`config.mk`:
```
export PLATFORM = sky130hd
export DESIGN_NAME = vreg_port_arbiter
export DESIGN_NICKNAME = d
export VERILOG_FILES = /design/src/rtl/vreg_port_arbiter.sv
export SDC_FILE = /design/constraint.sdc
export NUM_CORES = 1
export LEC_CHECK = 0
export ABC_AREA = 0
export CAP_MARGIN = 20
export CORE_AREA = 2 2 266 268
export CTS_BUF_LIST = sky130_fd_sc_hd__clkbuf_8
export DETAILED_ROUTE_END_ITERATION = 12
export DIE_AREA = 0 0 268 270
export PLACE_DENSITY = 0.58
export SETUP_SLACK_MARGIN = 0.4
export SLEW_MARGIN = 30
export SYNTH_ARGS = -nofsm -noshare
export SYNTH_HDL_FRONTEND = slang
export SYNTH_SLANG_ARGS = --single-unit
```
`constraint.sdc`:
```
create_clock -name clk -period 4.7 [get_ports clk]
set_input_delay 0.705 -clock clk [delete_from_list [all_inputs] [get_ports clk]]
set_output_delay 0.705 -clock clk [all_outputs]
set_load 0.005 [all_outputs]
```
`src/rtl/vreg_port_arbiter.sv`:
```
// vreg_port_arbiter: round-robin sharing of one vector-register bank port.
// Optional build macro VREG_ARB_WRITE_PRIORITY_EN favours writes over reads.
module vreg_port_arbiter #(
    parameter int NUM_REQ           = 4,
    parameter int VECTOR_REG_WIDTH  = 64,
    parameter int NUM_OF_VECTOR_REG = 32,
    parameter int MAX_OUTSTANDING   = 4,
    localparam int RW = $clog2(NUM_OF_VECTOR_REG)
) (
    input  logic                                  clk,
    input  logic                                  reset,
    input  logic [NUM_REQ-1:0]                    req_vld,
    input  logic [NUM_REQ-1:0]                    req_we,
    input  logic [NUM_REQ*RW-1:0]                 req_reg,
    input  logic [NUM_REQ*VECTOR_REG_WIDTH-1:0]   req_wdata,
    output logic [NUM_REQ-1:0]                    req_grant,
    output logic [NUM_REQ-1:0]                    rsp_vld,
    output logic [NUM_REQ*VECTOR_REG_WIDTH-1:0]   rsp_data,
    output logic                                  bank_req_vld,
    output logic                                  bank_we,
    output logic [RW-1:0]                         bank_reg,
    output logic [VECTOR_REG_WIDTH-1:0]           bank_wdata,
    input  logic                                  bank_busy,
    input  logic                                  bank_rsp_vld,
    input  logic [VECTOR_REG_WIDTH-1:0]           bank_rsp_data,
    input  logic                                  drain,
    output logic                                  idle,
    output logic                                  err_unexp_rsp
);

    localparam int PW = (NUM_REQ > 1) ? $clog2(NUM_REQ) : 1;
    localparam int AW = (MAX_OUTSTANDING > 1) ? $clog2(MAX_OUTSTANDING) : 1;
    localparam int CW = AW + 1;
    localparam int W  = VECTOR_REG_WIDTH;
    localparam logic [CW-1:0] MAX_CNT = CW'(MAX_OUTSTANDING);

    typedef enum logic {
        RUN,
        DRAIN
    } state_t;

    state_t          state_q;
    state_t          state_d;
    logic [PW-1:0]   rr_ptr;
    logic [PW-1:0]   win;
    logic [CW-1:0]   count;
    logic [CW-1:0]   count_d;
    logic [AW-1:0]   wr_ptr;
    logic [AW-1:0]   rd_ptr;
    logic [PW-1:0]   tags [MAX_OUTSTANDING];
    logic [PW-1:0]   head;
    logic [NUM_REQ-1:0] elig;
    logic [NUM_REQ-1:0] cand;
    logic            found;
    logic            issue;
    logic            push;
    logic            pop;
    logic            rd_ok;
    logic            sel_we;
    logic [RW-1:0]   sel_reg;
    logic [W-1:0]    sel_wdata;

    assign head  = tags[rd_ptr];
    assign pop   = bank_rsp_vld && (count != '0);
    assign rd_ok = (count != MAX_CNT) || pop;

    // Candidate masking and round-robin winner search starting at rr_ptr
    always_comb begin
        int idx;
        logic [PW-1:0] pos;
        idx   = 0;
        pos   = '0;
        found = 1'b0;
        win   = '0;
        elig  = req_vld & ~req_grant;
        if (!rd_ok) begin
            elig = elig & req_we;
        end
        cand = elig;
`ifdef VREG_ARB_WRITE_PRIORITY_EN
        if (|(elig & req_we)) begin
            cand = elig & req_we;
        end
`endif
        for (int k = 0; k < NUM_REQ; k++) begin
            idx = int'(rr_ptr) + k;
            if (idx >= NUM_REQ) begin
                idx = idx - NUM_REQ;
            end
            pos = PW'(idx);
            if (!found && cand[pos]) begin
                found = 1'b1;
                win   = pos;
            end
        end
    end

    // Select the winner's access fields and derive issue/push/count
    always_comb begin
        sel_we    = 1'b0;
        sel_reg   = '0;
        sel_wdata = '0;
        for (int i = 0; i < NUM_REQ; i++) begin
            if (win == PW'(i)) begin
                sel_we    = req_we[i];
                sel_reg   = req_reg[i*RW +: RW];
                sel_wdata = req_wdata[i*W +: W];
            end
        end
        issue   = found && !bank_busy && (state_q == RUN);
        push    = issue && !sel_we;
        count_d = count;
        if (push && !pop) begin
            count_d = count + 1'b1;
        end else if (!push && pop) begin
            count_d = count - 1'b1;
        end
    end

    // Next-state logic for the run/drain mode
    always_comb begin
        state_d = state_q;
        unique case (state_q)
            RUN:   if (drain)  state_d = DRAIN;
            DRAIN: if (!drain) state_d = RUN;
        endcase
    end

    // Mode, pointer, occupancy, idle and sticky error registers
    always_ff @(posedge clk or negedge reset) begin
        if (!reset) begin
            state_q       <= RUN;
            rr_ptr        <= '0;
            count         <= '0;
            idle          <= 1'b0;
            err_unexp_rsp <= 1'b0;
        end else begin
            state_q <= state_d;
            count   <= count_d;
            idle    <= (state_d == DRAIN) && (count_d == '0);
            if (issue) begin
                rr_ptr <= (int'(win) == NUM_REQ - 1) ? '0 : win + 1'b1;
            end
            if (bank_rsp_vld && (count == '0)) begin
                err_unexp_rsp <= 1'b1;
            end
        end
    end

    // Registered bank access and one-cycle grant pulse
    always_ff @(posedge clk or negedge reset) begin
        if (!reset) begin
            req_grant    <= '0;
            bank_req_vld <= 1'b0;
            bank_we      <= 1'b0;
            bank_reg     <= '0;
            bank_wdata   <= '0;
        end else begin
            req_grant    <= issue ? (NUM_REQ'(1) << win) : '0;
            bank_req_vld <= issue;
            bank_we      <= issue && sel_we;
            if (issue) begin
                bank_reg   <= sel_reg;
                bank_wdata <= sel_wdata;
            end
        end
    end

    // In-order tag FIFO of requesters with reads in flight
    always_ff @(posedge clk or negedge reset) begin
        if (!reset) begin
            wr_ptr <= '0;
            rd_ptr <= '0;
            for (int i = 0; i < MAX_OUTSTANDING; i++) begin
                tags[i] <= '0;
            end
        end else begin
            if (push) begin
                tags[wr_ptr] <= win;
                wr_ptr       <= wr_ptr + 1'b1;
            end
            if (pop) begin
                rd_ptr <= rd_ptr + 1'b1;
            end
        end
    end

    // Route returning read data to the requester at the FIFO head
    always_ff @(posedge clk or negedge reset) begin
        if (!reset) begin
            rsp_vld  <= '0;
            rsp_data <= '0;
        end else begin
            rsp_vld <= pop ? (NUM_REQ'(1) << head) : '0;
            for (int i = 0; i < NUM_REQ; i++) begin
                if (pop && (head == PW'(i))) begin
                    rsp_data[i*W +: W] <= bank_rsp_data;
                end
            end
        end
    end

endmodule

```
==> metrics <==
outcome finished clean; Multi-input gate area 6480 um^2; initial antenna violation count 38; CTS tree yes; Hold Fails Final Rpt 0; Total Routing Usage GR 17.3%; CP delay by family, top buffers and inverters; max FFs per register 256; Reg2Reg Launch Point count[0]$_DFF_PN0_; die outline width 268 um; Ys Warns 0; CP Buf/Inv Count 6; Leak 10.7 nW; final setup violating endpoints 0; Total Wirelength 64500 um; layout cells sized above 1 under 10%; Top Registers rsp_data: 256 flops, bank_wdata: 64 flops, tags: 8 flops; largest net degree at the start of global routing about 140; Slowest-stage cell, CP dfrtp_1; reg2reg end bank_wdata[60]$_DFFE_PN0N_; area growth from synthesis to layout 60.0%; Seq cells post-synth between 300 and 400; slowest cell delay on critical path 0.45 ns; Rows between 90 and 100; Total Power 16.5 mW; crit-path cells inv_1 -> ha_1 -> nand4bb_1 -> nand3_1 -> a21oi_1 -> a311oi_2 -> buf_4 -> inv_2 -> ha_1 -> inv_4 -> buf_12 -> buf_12 -> o211ai_1 -> o211a_1 -> a21oi_1 -> o21ai_1; Worst-Skew Late Latency 0.64 ns; Syn Area/Cell 11.9 um^2; global-route wire length before repair approximately 93000 um; Num CTS Buffers 67; PD cells between 600 and 700 nW/um^2; Starting Density 22.7%; Mapped Cells 1320; I/O pins 690; first-iteration detailed-routing DRC count 686; DIE AREA 72400 um^2; Max FO, Critical Path 40; Flop pwr share approximately a third; htree depth 3; # nets final 2364; Detail Route Antenna Nets 0; sequential element share of the synthesized area around 56%; vias in the first global route 14000; crit end category flip-flop; routability cong. 0.895; switch share 34.1%; FF-to-FF setup slack 0.89 ns; type of origin of the critical path flip-flop; Worst Reg-to-Reg Cells 16; clock sink count ~360; Setup TNS 0 ns; Mapped Nets 1684; RSZ-0062 raised after global routing no; core area 69500 um^2; Clock Power Share 19.1%; Clock Path Buffers 3; IO buf count 689; via/cell ratio 4.50; HPWL after DPL 48200 um; Reg clk slew, reported paths about 0.060 ns; worst hold path type input pin to asynchronous set/reset pin; Largest Register rsp_data; CTS resizes 0; Post-CTS Setup Inserts 0; vias post-DR 13500; Internal Power around 11 mW; Final Max Slew Viols 0; FF/Latch Area 8880 um^2; root buffer cell clkbuf_8; Mapped Area 15800 um^2; Final Critical Period 3.81 ns; max cap viols 0; # hold bufs at CTS 0; EDFF count, synth 0; Critical Path AT 4.28 ns; max frequency around 260 MHz; ys async rst share 100%; filler instances slightly below 7000; Switching Power approximately 5.6 mW; clk_skew between 0.04 and 0.05 ns; Worst slew margin 45.1%; Remaining DRCs 0; Synth Flop Type dfrtp_1; total grt overflow 0; drt pass-1 iters 7; worst vdd ir 0.303 mV; Gate power share 48.4%; Required @ worst endpoint 5.17 ns; post-synth cell types 49; Routed wire per std cell about 21 um; Worst Max-Slew Pin Slew 0.824 ns; final clock period utilization by the worst path 81.1%; DIE HEIGHT approximately 270 um; Setup Crit Path Kind flip-flop to flip-flop
area by class of cell:
class	count	share of cell area [%]
sequential	355	35.2
timing repair buffer	711	28.6
multi-input combinational	852	25.7
tap	940	4.66
clock buffer	85	4.64
clock inverter	31	0.858
inverter	13	0.213
antenna	18	0.179
cell usage after synthesis (9+ instances only):
library cell    n  share of area [%]
buf_2          34                1.1
a21oi_1        74                2.3
ha_1           11               0.87
dfrtp_1       355                 56
mux2_1        261                 19
nand2_1       219                5.2
o21ai_1        71                2.3
nor2_1         12               0.29
clkbuf_1       58                1.4
o211ai_1       69                3.3
inv_1           9               0.21
o211a_1        67                4.3
cells by family after synthesis:
| logic type | synth area share, % |
|---|---|
| AOI/OAI and AO/OA | 13.3 |
| xor gates and xnor gates | 0.333 |
| adders and majority gates | 0.936 |
| buffers and inverters | 3.08 |
| DFF | 56.3 |
| muxes | 19.2 |
| and+or+nand+nor | 6.86 |
how the worst max path moves through the flow:
stage,start,endpoint,cells past startpoint
floorplan,bank_rsp_vld,tags[4]$_DFFE_PN0P_,12
global placement,bank_rsp_vld,bank_wdata[37]$_DFFE_PN0N_,13
detailed placement,bank_rsp_vld,bank_wdata[56]$_DFFE_PN0N_,15
CTS,count[0]$_DFF_PN0_,bank_wdata[56]$_DFFE_PN0N_,16
global route,count[0]$_DFF_PN0_,tags[7]$_DFFE_PN0P_,13
finish,count[0]$_DFF_PN0_,bank_wdata[60]$_DFFE_PN0N_,16
power by group through the flow:
stage | clock (mW) | combinational (mW) | sequential (mW)
2_1_floorplan | 0 | 3.41 | 5.40
3_3_place_gp | 0 | 7.93 | 5.33
3_5_place_dp | 0 | 8.07 | 5.40
4_1_cts | 3.29 | 8.09 | 5.36
5_1_grt | 3.44 | 8.60 | 5.53
6_report | 3.15 | 7.96 | 5.35
per-layer routing:
metal / vias to the layer above / global-route usage (%) / wire [um]
li1: 6101 / - / -
met1: 6580 / 18.5 / 23300
met2: 653 / 29.1 / 31900
met3: 150 / 6.64 / 6550
met4: 28 / 9.56 / 2530
met5: - / 0 / 191
metrics by stage:
stage               instances  hold slack (ns)  worst slack, ns  util (%)  area (um^2)
floorplan                1320            0.409             1.25         -        15800
global placement         2871            0.467            0.628      34.2        23800
detailed placement       2871            0.474            0.534      34.2        23800
CTS                      2987           0.0825            0.959      36.2        25200
global route             3003            0.139            0.620      36.3        25200
finish                   3005            0.137            0.890      36.3        25200
cell usage in the layout (no fill, tap or decap), drive strengths merged, types with 2 or more instances in the layout:
master,Yosys,final
diode,0,18
nand4bb,4,4
o22ai,2,2
nor3,6,6
xnor2,5,5
dfrtp,355,355
a21oi,74,74
clkinv,0,3
inv,13,37
buf,42,23
clkbuf,58,85
clkinvlp,0,2
o211ai,69,69
nand2,219,219
clkdlybuf4s50,0,688
nor2b,6,6
mux2,265,265
ha,11,11
mux4,2,2
o211a,68,68
and2,6,6
bufinv,0,2
nand3,5,5
o21ai,74,74
a22o,2,2
a221oi,2,2
nor2,12,12
Note: power is estimated with default switching activity, not from simulation.
==> RTL change: new RTL, same flow settings <==
The parameter `MAX_OUTSTANDING` goes from 4 to 8.
--- a/src/rtl/vreg_port_arbiter.sv
+++ b/src/rtl/vreg_port_arbiter.sv
@@ -4,7 +4,7 @@
     parameter int NUM_REQ           = 4,
     parameter int VECTOR_REG_WIDTH  = 64,
     parameter int NUM_OF_VECTOR_REG = 32,
-    parameter int MAX_OUTSTANDING   = 4,
+    parameter int MAX_OUTSTANDING   = 8,
     localparam int RW = $clog2(NUM_OF_VECTOR_REG)
 ) (
     input  logic                                  clk,
Function: not settled (the Yosys comparison gave no result); the edit may change what the design does.
==> RTL change against the unedited design <==
- area after synthesis is 2.8% higher
- total power is 4.3% higher
- worst setup slack got worse by 0.019 ns
- sequential power is 2% higher
- wire length decreased by 6.6%
- critical path depth unchanged
- sequential cell count grew 11
- design area grew 2.5%
- critical endpoint is now bank_wdata[30]
==> RTL change: results (changes against the unedited design) <==
** Logic synthesis
- Mean instance size in the synthesized netlist :: 11.5 um^2 (-4.2%)
- Number of nets produced by synthesis :: 1778 (+5.6%)
- Yosys attributes the largest share of cell area to sky130_fd_sc_hd__dfrtp_1, sky130_fd_sc_hd__mux2_2, sky130_fd_sc_hd__a21oi_1.
- Number of unique standard cell types used by synthesis :: 43 (-12%)
- The multiplexer area fraction after synthesis came to 19.7% (+0.50 points).
- Sequential element share of the synthesized area :: 56.5% (+0.16 points)
- Sorting the synthesized cells by how often they occur yields sky130_fd_sc_hd__dfrtp_1, sky130_fd_sc_hd__a21oi_1, sky130_fd_sc_hd__mux2_2, sky130_fd_sc_hd__nor2_1, sky130_fd_sc_hd__nand2_1.
- The xor and xnor area share after synthesis is 0.270% (-0.063 points).

** Status
- The flow ran to the end, and the final reports show no timing, DRC or antenna violations.

** Setup path
- The critical path starts at count[1].
- Highest cell delay on the worst timing path :: 0.42 ns (-0.03 ns)
- The endpoint arrival time on the critical path came to 4.38 ns (+0.10 ns).
- The kind of cell with the highest combined delay along the critical path is compound AO/OA/AOI/OAI gates.

** Placement
- The detailed placer's ending HPWL came to 44300 um (-8.1%).
- Number of cells in the design after placement :: 2965 (+3.3%)
- Cell area after placement :: 24300 um^2 (+1.9%)
- Post-place setup slack :: 0.343 ns (-0.192 ns)

** Timing
- Max transition margin :: 38.7% (-6.4 points)
- Worst clock skew on the final layout :: 0.0355 ns (-0.00493 ns)

** Detailed routing
- The routed length on met1 is 22800 um (-2.1%).
- The first-iteration detailed-routing DRC count came to 772 (+13%).
- The total iterations of the first detailed-routing run is 8 (+1).
- Post-DR vias/cell :: 4.44 (-1.3%)

** Global routing
- The first-pass GRT wire length was 89500 um (-3.7%).
- The via count of the first global-routing pass was 14400 (+3.2%).

** Power and ir drop
- Peak supply drop :: 0.320 mV (+5.9%)

** Finish
- The largest registers in the layout are rsp_data: 256 flops, bank_wdata: 64 flops, tags: 16 flops.
RTL change: cell types whose count changed in the layout (fill, tap and decap cells not counted), moves of 67 or more:
| cell | unedited run | this run |
|---|---|---|
| sky130_fd_sc_hd__mux2_2 | 4 | 274 |
| sky130_fd_sc_hd__mux2_1 | 261 | 0 |
| sky130_fd_sc_hd__a21oi_1 | 74 | 278 |
| sky130_fd_sc_hd__nand2_1 | 219 | 82 |
| sky130_fd_sc_hd__nor2_1 | 10 | 147 |
| sky130_fd_sc_hd__o21ai_1 | 71 | 0 |
| sky130_fd_sc_hd__nand3b_1 | 1 | 68 |
| sky130_fd_sc_hd__o211ai_1 | 69 | 2 |
RTL change: layer usage:
metal / vias to the layer above / GRT usage [%]
met5: - / 0
met4: 10 / 6.01
met3: 107 / 5.84
met2: 548 / 28.5
met1: 6745 / 17.8
li1: 6366 / -
RTL change: timing repair:
action,CTS,global route
hold buffers,0,1
endpoints found under the hold margin,0,32
gates resized for setup,0,0
RTL change: area by class of cell:
class	count	area share (%)
antenna	6	0.0581
sequential	366	35.4
clock buffer	85	4.52
tap	940	4.55
inverter	10	0.155
clock inverter	45	1.46
timing repair buffer	717	28.1
multi-input combinational	934	25.8
RTL change: path summary, 6_finish.rpt:
kind	endpoint	slack (ns)
max	bank_wdata[30]	0.87
min	err_unexp_rsp	0.47
max reg2reg	bank_wdata[30]	0.87
min reg2reg	err_unexp_rsp	0.47
max in group asynchronous	rsp_data[136]	2.82
min in group asynchronous	rsp_data[177]	0.54
RTL change: where the power goes:
part / internal (mW) / switching, mW / total (mW)
sequential: 4.63 / 0.829 / 5.46
combinational: 4.82 / 3.48 / 8.30
clock: 1.95 / 1.47 / 3.42
total: 11.4 / 5.77 / 17.2
RTL change: cells by family after synthesis:
group | after synthesis
compound gates | 303
buf+inv | 116
xor+xnor | 5
mux | 280
simple gates | 337
fa+ha+maj | 9
flops | 366
